<file path="src/rtl/qpsk_tx_pkg.sv">
// Shared types and helpers for the QPSK TX symbol path.
// Holds the sequencer state encoding and the dibit Gray map.
package qpsk_tx_pkg;

  localparam int PHASE_W_DEF = 16;
  localparam int DIBIT_W     = 2;

  typedef enum logic [1:0] {
    ST_IDLE,
    ST_FETCH,
    ST_RUN
  } state_t;

  // 00->0, 01->1, 11->2, 10->3
  function automatic logic [1:0] gray_map(
    input logic [1:0] d
  );
    return {d[1], d[1] ^ d[0]};
  endfunction

endpackage

</file>
<file path="src/rtl/qpsk_symbol_sequencer_if.sv">
// AXI-stream word channel from the TX FIFO.
// The sequencer is the slave; the FIFO is the master.
interface qpsk_symbol_sequencer_if #(
  parameter int DATA_W = 8
);
  logic [DATA_W-1:0] tdata;
  logic              tvalid;
  logic              tready;

  modport master (
    output tdata,
    output tvalid,
    input  tready
  );

  modport slave (
    input  tdata,
    input  tvalid,
    output tready
  );
endinterface

</file>
<file path="src/rtl/qpsk_gray_diff_enc.sv">
// Gray-maps one dibit and optionally accumulates it mod 4
// onto the current quadrant (differential QPSK).
module qpsk_gray_diff_enc
  import qpsk_tx_pkg::*;
#(
  parameter int DIFF_ENC = 1
) (
  input  logic [1:0] i_dibit,
  input  logic [1:0] i_quadrant,
  output logic [1:0] o_quadrant
);

  logic [1:0] w_gray;

  assign w_gray = gray_map(i_dibit);

  assign o_quadrant = (DIFF_ENC != 0)
                    ? i_quadrant + w_gray
                    : w_gray;

endmodule

</file>
<file path="src/rtl/qpsk_symbol_sequencer.sv">
// Unpacks FIFO words into dibits, one per symbol strobe,
// and drives the carrier phase quadrant to the modulator.
module qpsk_symbol_sequencer
  import qpsk_tx_pkg::*;
#(
  parameter int DATA_W        = 8,
  parameter int SYMS_PER_WORD = DATA_W / 2,
  parameter int PHASE_W       = PHASE_W_DEF,
  parameter int DIFF_ENC      = 1
) (
  input  logic                clk,
  input  logic                rst,
  input  logic                qpsk_go,
  input  logic                next_output,
  input  logic                clear_underflow,
  qpsk_symbol_sequencer_if.slave s_axis,
  output logic [PHASE_W-1:0]  phase_offset,
  output logic [1:0]          quadrant,
  output logic                symbol_strobe,
  output logic                underflow,
  output logic [15:0]         symbol_count
);

  localparam int CNT_W = $clog2(SYMS_PER_WORD + 1);

  state_t             r_state;
  state_t             w_state_nxt;
  logic [DATA_W-1:0]  r_buf;
  logic [DATA_W-1:0]  w_buf_nxt;
  logic [CNT_W-1:0]   r_sym_left;
  logic [CNT_W-1:0]   w_sym_left_nxt;
  logic [1:0]         r_quad;
  logic [1:0]         w_quad_nxt;
  logic [PHASE_W-1:0] r_phase;
  logic [PHASE_W-1:0] w_phase_nxt;
  logic               r_strobe;
  logic               w_strobe_nxt;
  logic               r_uf;
  logic               w_uf_nxt;
  logic [15:0]        r_cnt;
  logic [15:0]        w_cnt_nxt;
  logic [1:0]         w_enc_quad;
  logic               w_ready;
  logic               w_hs;

  assign w_ready       = (r_state == ST_FETCH);
  assign w_hs          = s_axis.tvalid & w_ready;
  assign s_axis.tready = w_ready;

  qpsk_gray_diff_enc #(
    .DIFF_ENC (DIFF_ENC)
  ) u_enc (
    .i_dibit    (r_buf[DIBIT_W-1:0]),
    .i_quadrant (r_quad),
    .o_quadrant (w_enc_quad)
  );

  always_comb begin
    w_state_nxt    = r_state;
    w_buf_nxt      = r_buf;
    w_sym_left_nxt = r_sym_left;
    w_quad_nxt     = r_quad;
    w_strobe_nxt   = 1'b0;
    w_uf_nxt       = r_uf & ~clear_underflow;
    w_cnt_nxt      = r_cnt;
    // Dropping go aborts everything, even a same-cycle strobe or load
    if (!qpsk_go) begin
      w_state_nxt    = ST_IDLE;
      w_buf_nxt      = '0;
      w_sym_left_nxt = '0;
      w_quad_nxt     = 2'd0;
    end else begin
      unique case (r_state)
        ST_IDLE: begin
          w_state_nxt = ST_FETCH;
          w_cnt_nxt   = 16'd0;
          w_quad_nxt  = 2'd0;
        end
        ST_FETCH: begin
          if (next_output) w_uf_nxt = 1'b1;
          if (w_hs) begin
            w_buf_nxt      = s_axis.tdata;
            w_sym_left_nxt = CNT_W'(SYMS_PER_WORD);
            w_state_nxt    = ST_RUN;
          end
        end
        ST_RUN: begin
          if (next_output) begin
            w_quad_nxt     = w_enc_quad;
            w_buf_nxt      = r_buf >> DIBIT_W;
            w_sym_left_nxt = r_sym_left - CNT_W'(1);
            w_strobe_nxt   = 1'b1;
            if (r_cnt != 16'hFFFF) w_cnt_nxt = r_cnt + 16'd1;
            if (r_sym_left == CNT_W'(1)) w_state_nxt = ST_FETCH;
          end
        end
        default: w_state_nxt = ST_IDLE;
      endcase
    end
  end

  assign w_phase_nxt = {w_quad_nxt, {(PHASE_W-2){1'b0}}};

  always_ff @(posedge clk or posedge rst) begin
    if (rst) begin
      r_state    <= ST_IDLE;
      r_buf      <= '0;
      r_sym_left <= '0;
      r_quad     <= 2'd0;
      r_phase    <= '0;
      r_strobe   <= 1'b0;
      r_uf       <= 1'b0;
      r_cnt      <= 16'd0;
    end else begin
      r_state    <= w_state_nxt;
      r_buf      <= w_buf_nxt;
      r_sym_left <= w_sym_left_nxt;
      r_quad     <= w_quad_nxt;
      r_phase    <= w_phase_nxt;
      r_strobe   <= w_strobe_nxt;
      r_uf       <= w_uf_nxt;
      r_cnt      <= w_cnt_nxt;
    end
  end

  assign phase_offset  = r_phase;
  assign quadrant      = r_quad;
  assign symbol_strobe = r_strobe;
  assign underflow     = r_uf;
  assign symbol_count  = r_cnt;

endmodule

</file>
<file path="src/flat_wrapper.sv">
// flat-port wrapper written by rule: the top's interface ports become plain ports
module qpsk_symbol_sequencer_flat import qpsk_tx_pkg::*;
#(
  parameter int DATA_W        = 8,
  parameter int SYMS_PER_WORD = DATA_W / 2,
  parameter int PHASE_W       = PHASE_W_DEF,
  parameter int DIFF_ENC      = 1
)
  (clk, rst, qpsk_go, next_output, clear_underflow, phase_offset, quadrant, symbol_strobe, underflow, symbol_count, s_axis_tdata, s_axis_tvalid, s_axis_tready);
  qpsk_symbol_sequencer_if #(.DATA_W(DATA_W)) s_axis_i ();
  input  logic clk;
  input  logic rst;
  input  logic qpsk_go;
  input  logic next_output;
  input  logic clear_underflow;
  output logic [PHASE_W-1:0] phase_offset;
  output logic [1:0] quadrant;
  output logic symbol_strobe;
  output logic underflow;
  output logic [15:0] symbol_count;
  input wire logic [$bits(s_axis_i.tdata)-1:0] s_axis_tdata;
  input wire logic [$bits(s_axis_i.tvalid)-1:0] s_axis_tvalid;
  output wire logic [$bits(s_axis_i.tready)-1:0] s_axis_tready;
  assign s_axis_i.tdata = s_axis_tdata;
  assign s_axis_i.tvalid = s_axis_tvalid;
  assign s_axis_tready = s_axis_i.tready;
  qpsk_symbol_sequencer #(.DATA_W(DATA_W), .SYMS_PER_WORD(SYMS_PER_WORD), .PHASE_W(PHASE_W), .DIFF_ENC(DIFF_ENC)) u_core (.clk(clk), .rst(rst), .qpsk_go(qpsk_go), .next_output(next_output), .clear_underflow(clear_underflow), .s_axis(s_axis_i), .phase_offset(phase_offset), .quadrant(quadrant), .symbol_strobe(symbol_strobe), .underflow(underflow), .symbol_count(symbol_count));
endmodule
</file>
<file path="config.mk">
export PLATFORM = sky130hd
export DESIGN_NAME = qpsk_symbol_sequencer_flat
export DESIGN_NICKNAME = d
export VERILOG_FILES = /design/src/rtl/qpsk_tx_pkg.sv /design/src/rtl/qpsk_symbol_sequencer_if.sv /design/src/rtl/qpsk_gray_diff_enc.sv /design/src/rtl/qpsk_symbol_sequencer.sv /design/src/flat_wrapper.sv
export SDC_FILE = /design/constraint.sdc
export NUM_CORES = 1
export LEC_CHECK = 0
export BUFFER_PORTS_ARGS = -buffer_cell sky130_fd_sc_hd__buf_2
export CORE_MARGIN = 2
export CORE_UTILIZATION = 48
export DETAILED_ROUTE_END_ITERATION = 10
export GPL_TIMING_DRIVEN = 1
export PLACE_DENSITY = 0.75
export SYNTH_ARGS = -nofsm -noshare
export SYNTH_HDL_FRONTEND = slang
export SYNTH_SLANG_ARGS = --single-unit
</file>
<file path="constraint.sdc">
create_clock -name clk -period 1.9 [get_ports clk]
set_clock_uncertainty 0.1 [all_clocks]
set_input_delay 0.095 -clock clk [delete_from_list [all_inputs] [get_ports clk]]
set_output_delay 0.095 -clock clk [all_outputs]
set_load 0.05 [all_outputs]
</file>
After elaboration in Yosys (flattened, before gate mapping)
Cells that the tools add are included.

Output and inout port bits: 37. Bits of input ports: 14. Flip-flop bits (word level): 33. Word-level logic and storage cells: 56.

Mux-type cells: 25. Bitwise operators: 4. Reductions and logical operators: 6. $add $sub $neg: 3. Eq/ne operators: 11.

Operator list (count): $mux W16 (2); $pmux W16 S2 (1); $mux W8 (3); $add A16 B1 Y16 const B (1); $ne A16 B16 Y1 const B (1); $pmux W8 S2 (1); $mux W2 (6); $mux W3 (3); $mux W1 (6); $ne A3 B1 Y1 const B (2); $ne A3 B3 Y1 const B (2); $pmux W2 S3 (1); $pmux W3 S2 (1); $reduce_and A3 Y1 (2); $pmux W2 S2 (1); $reduce_and A4 Y1 (1); $eq A3 B1 Y1 const B (1); $ne A3 B2 Y1 const B (1); $sub A3 B1 Y3 const B (1); $add A2 B2 Y2 (1); $and A1 B1 Y1 (2); $eq A2 B1 Y1 const B (1); $eq A2 B2 Y1 const B (1); $logic_not A2 Y1 (1); 6 further kinds (6).

Depth between registers and ports, before layout
Depth in word-level cells: 5. Depth in mapped cells: 7. Gate-level depth less buffers: 6.

By module
From an unflattened synthesis, not the netlist that was laid out.

Cell total of the unflattened synthesis: 214. Area total of the unflattened synthesis: 2023.2 µm².

Modules (own cells, without submodules): qpsk_symbol_sequencer (instances 1, area an instance 1978.1 µm², cells an instance 211); qpsk_gray_diff_enc (instances 1, area an instance 45.0 µm², cells an instance 3).

Worst setup path before layout
OpenSTA, ideal clock, no wires.

Path type: register to register. Start: register u_core.r_cnt[8], in the netlist u_core.symbol_count[8]. End: register u_core.r_cnt[15], in the netlist u_core.symbol_count[15]. Period minus slack after synthesis: 2167 ps. Path slack: -267 ps. Library setup time: 124 ps. Cell stages (with the launch flop): 5. Arrival time: 1943 ps. Path through: dfrtp_1 nand4_2 or4_4 o211a_1 a211o_1.

Word-level cells in the longest chain between the ends: 4.

Ends and longest elaborated chain: start, declared (line qpsk_symbol_sequencer.sv:40) `logic [15:0] r_cnt;`; start signal, assigned (line qpsk_symbol_sequencer.sv:122) `r_cnt <= w_cnt_nxt;`; $add A16 B1 Y16 (line qpsk_symbol_sequencer.sv:93) `if (r_cnt != 16'hFFFF) w_cnt_nxt = r_cnt + 16'd1;`; $mux W16 (line qpsk_symbol_sequencer.sv:93); $mux W16 (line qpsk_symbol_sequencer.sv:88) `if (next_output) begin`; $pmux W16 S2 (line qpsk_symbol_sequencer.sv:73) `unique case (r_state)`.

Parallel ways exist; a longest one is shown, timed or not. The select of a mux whose other input is x is not followed. A chain may end at the register's enable or synchronous reset.

Worst setup path in the final report
Start: register u_core.r_cnt[0], in the netlist u_core.symbol_count[0]. End: register u_core.r_cnt[11], in the netlist u_core.symbol_count[11].

The elaborated chain is that of the path after synthesis.

==> run metrics <==
RSZ-0062 raised after global routing=yes; status=finished, final reports clean; port bufs=36; drt initial violations=128; switching pwr=508 uW; Post-CTS Setup Inserts=0; Die W=68.3 um; Synth Area in Simple Gates=0.220; CP top delay family=simple AND/OR/NAND/NOR gates; Seq cells post-synth=33; Final Hold Violating Endpoints=0; critical path cell sequence=ha_4 -> nand4_1 -> nor4_4 -> buf_4 -> a21o_1 -> o22a_1; worst hold endpoint=u_core.underflow; drt wl/cell=14.8 um; Crit Reg-Reg Startpoint=u_core.symbol_count[0]; hpwl dp=3.38 mm; Worst path slowest cell=dfrtp_2; Setup CP Type=register to register; Flop pwr share=0.483; Worst VDD drop=0.495 mV; vias per inst=5.69; Compound-Gate Fraction of Synth Area=0.221; Mapped Area=1980 um2; worst hold path class=input pin to register; most frequent cells in the layout=36 x buf_2, 20 x dfrtp_1, 17 x nand2_1, 16 x nor2_1, 15 x nand3_1; diode count=0; DR vias=1792; Area Growth Syn to Fin=20.9%; DRC violation count after routing=0; Worst Min Path Start=next_output; Final ANT Viol Nets=0; Synth Area per Inst=9.18 um2; CP required=2.02 ns; Netlist cell types=52; worst path bufs/invs=1; post-layout minimum cycle time=1.82 ns; Pwr Density=664 nW/um2; worst-path fanout max=6; fin crit share=0.956; later-pin clock latency in the skew report=0.29 ns; fmax=0.551 GHz; TritonCTS Sinks=33; fin nets=282; Startpoint Class=register; critical path's largest stage delay=0.43 ns; Post-synth EDFFs=0; TritonCTS clock tree=done; utilization after layout=0.599; Starting Density=0.495; P_leak=1.14 nW; switching share of power=0.320; WL final=4.68 mm; total gr overflow=0; # H-tree levels=2; reg2reg end=u_core.symbol_count[11]; overall die area=4660 um2; clock power share=0.329; XOR/XNOR Fraction of Synth Area=0.00884; r2r worst-path depth=6; FF-to-FF setup slack=0.08 ns; std cell rows=23; initial antenna violation count=0; height of the chip=68.3 um; TritonRoute pass-1 iters=4; total CTS buffers=5; first-pass GRT wire length=7.63 mm; Worst Path Arrival=1.94 ns; Mapped Cells=216; vias in the first global route=1583; filler instances=356; sequential area share after synthesis=0.417; Synth Area in Adders=0.0253; largest net degree at the start of global routing=20; max-cap check violation count=0; clk root buf=clkbuf_8; mux contribution to synthesized area=0.00505; Pins Over Slew Limit=0; Comb pwr share=0.187; P_int=1.08 mW; Yosys Warn Count=0; register clock-pin slew on the reported worst setup and hold paths=0.07 ns; CORE AREA=4000 um2; largest family of logic cells by synthesized area=compound AO/OA/AOI/OAI gates; Worst Setup SP=u_core.symbol_count[0]; DP Worst Slack=0.104 ns; clock buffer depth=2; commonest non-fill, non-tap cell in the layout=buf_2; final setup fails=0; share of post-route cells with drive strength above 1=0.298; post-synthesis async set-or-reset flop share=1.00; top_reg_cell synth=dfrtp_1; final worst setup slack=0.0842 ns; Cells on Worst Hold Path=2; Setup crit end kind=register; GPL Wtd Cong=0.809; all-layer global routing usage=0.222; # IOs=51
==> power by group through the flow <==
stage / clock network (mW) / registers, mW / logic, mW
after detailed placement: 0 / 0.781 / 0.291
after floorplan: 0 / 0.799 / 0.219
final: 0.524 / 0.769 / 0.298
after CTS: 0.534 / 0.767 / 0.298
after global routing: 0.570 / 0.774 / 0.326
after global placement: 0 / 0.780 / 0.288
==> worst reg2reg max path: cells and delay by family (launching register included) <==
| kind | cells | cell delay [ns] |
|---|---|---|
| AND/OR/NAND/NOR | 2 | 0.49 |
| flip-flops | 1 | 0.43 |
| AO/OA/AOI/OAI | 2 | 0.36 |
| buffers and inverters | 1 | 0.20 |
| adder cells (fa/ha/maj) | 1 | 0.17 |
==> worst max-delay path by stage <==
stage / endpoint / slack [ns] / depth (start not counted)
after floorplan: u_core.symbol_count[15] / 0.004 / 4
after global placement: u_core.symbol_count[15] / 0.12 / 4
after detailed placement: u_core.symbol_count[15] / 0.10 / 4
after CTS: u_core.symbol_count[4] / 0.08 / 5
after global routing: u_core.symbol_count[11] / -0.03 / 6
final: u_core.symbol_count[11] / 0.08 / 6
==> what timing repair did <==
item	in CTS	in global routing
hold buffers	4	0
hold endpoints to repair	13	0
setup endpoints to repair	0	11
resized for setup	0	3
==> layout make-up <==
cell class              count  area [um2]  area share
inverters                  11        41.3      0.0172
multi-input cells         159        1040       0.433
flip-flops and latches     33         842       0.351
clock buffers               5        68.8      0.0287
repair buffers             54         325       0.136
clock inverters             3        17.5     0.00731
well taps                  50        62.6      0.0261
==> state kept, by name (all words and copies together), names as in the netlist <==
register	cells
u_core.symbol_count	16
u_core.r_buf	8
u_core.symbol_strobe	1
u_core.phase_offset	2
u_core.r_state	2
u_core.r_sym_left	3
u_core.underflow	1
==> stage by stage <==
step | total power [mW] | instances | hold slack, ns | instance area (um2) | TNS (ns)
2_1_floorplan | 1.02 | 229 | 0.123 | 2070 | 0
4_1_cts | 1.60 | 315 | 0.0185 | 2380 | 0
3_5_place_dp | 1.07 | 303 | 0.0258 | 2260 | 0
3_3_place_gp | 1.07 | 303 | 0.0264 | 2260 | 0
6_report | 1.59 | 315 | 0.0261 | 2400 | 0
5_1_grt | 1.67 | 315 | 0.0309 | 2400 | -0.0338
==> kinds of logic after synthesis <==
kind of cell,count (synthesis)
fa+ha+maj,4
buf+inv,37
xor+xnor,2
flops,33
compound gates,57
other cells,1
mux,1
simple gates,81
==> synth_stat cells, types with 2 or more instances <==
cell,instances,area share
a221o_1,6,0.030
nand2b_1,2,0.0063
a211o_1,2,0.0088
nand3b_1,2,0.0076
clkbuf_1,8,0.015
nor2b_1,2,0.0063
o31a_1,2,0.0088
buf_4,16,0.061
nor4b_1,2,0.0088
dfrtp_1,33,0.42
a21oi_1,8,0.020
and4_1,3,0.013
ha_1,4,0.025
a21boi_0,6,0.023
o31ai_1,2,0.0076
buf_2,2,0.0051
nand2_1,17,0.032
a21o_1,3,0.011
o41ai_1,3,0.013
nand3_1,15,0.038
inv_1,10,0.019
nor3_1,6,0.015
o21ai_0,6,0.015
nor2_1,16,0.030
a2bb2oi_1,6,0.027
nand4_1,7,0.022
nor4_1,2,0.0063
==> layer usage <==
layer  wire [um]  part of all wire  track usage  vias to the layer above
li1            -                 -            -                      866
met1        2120              0.45        0.290                      854
met2        2180              0.47        0.360                       62
met3         283             0.061       0.0395                       10
met4          92             0.020       0.0925                        0
met5           0                 0            0                        -
(Power assumes the default switching activity.)
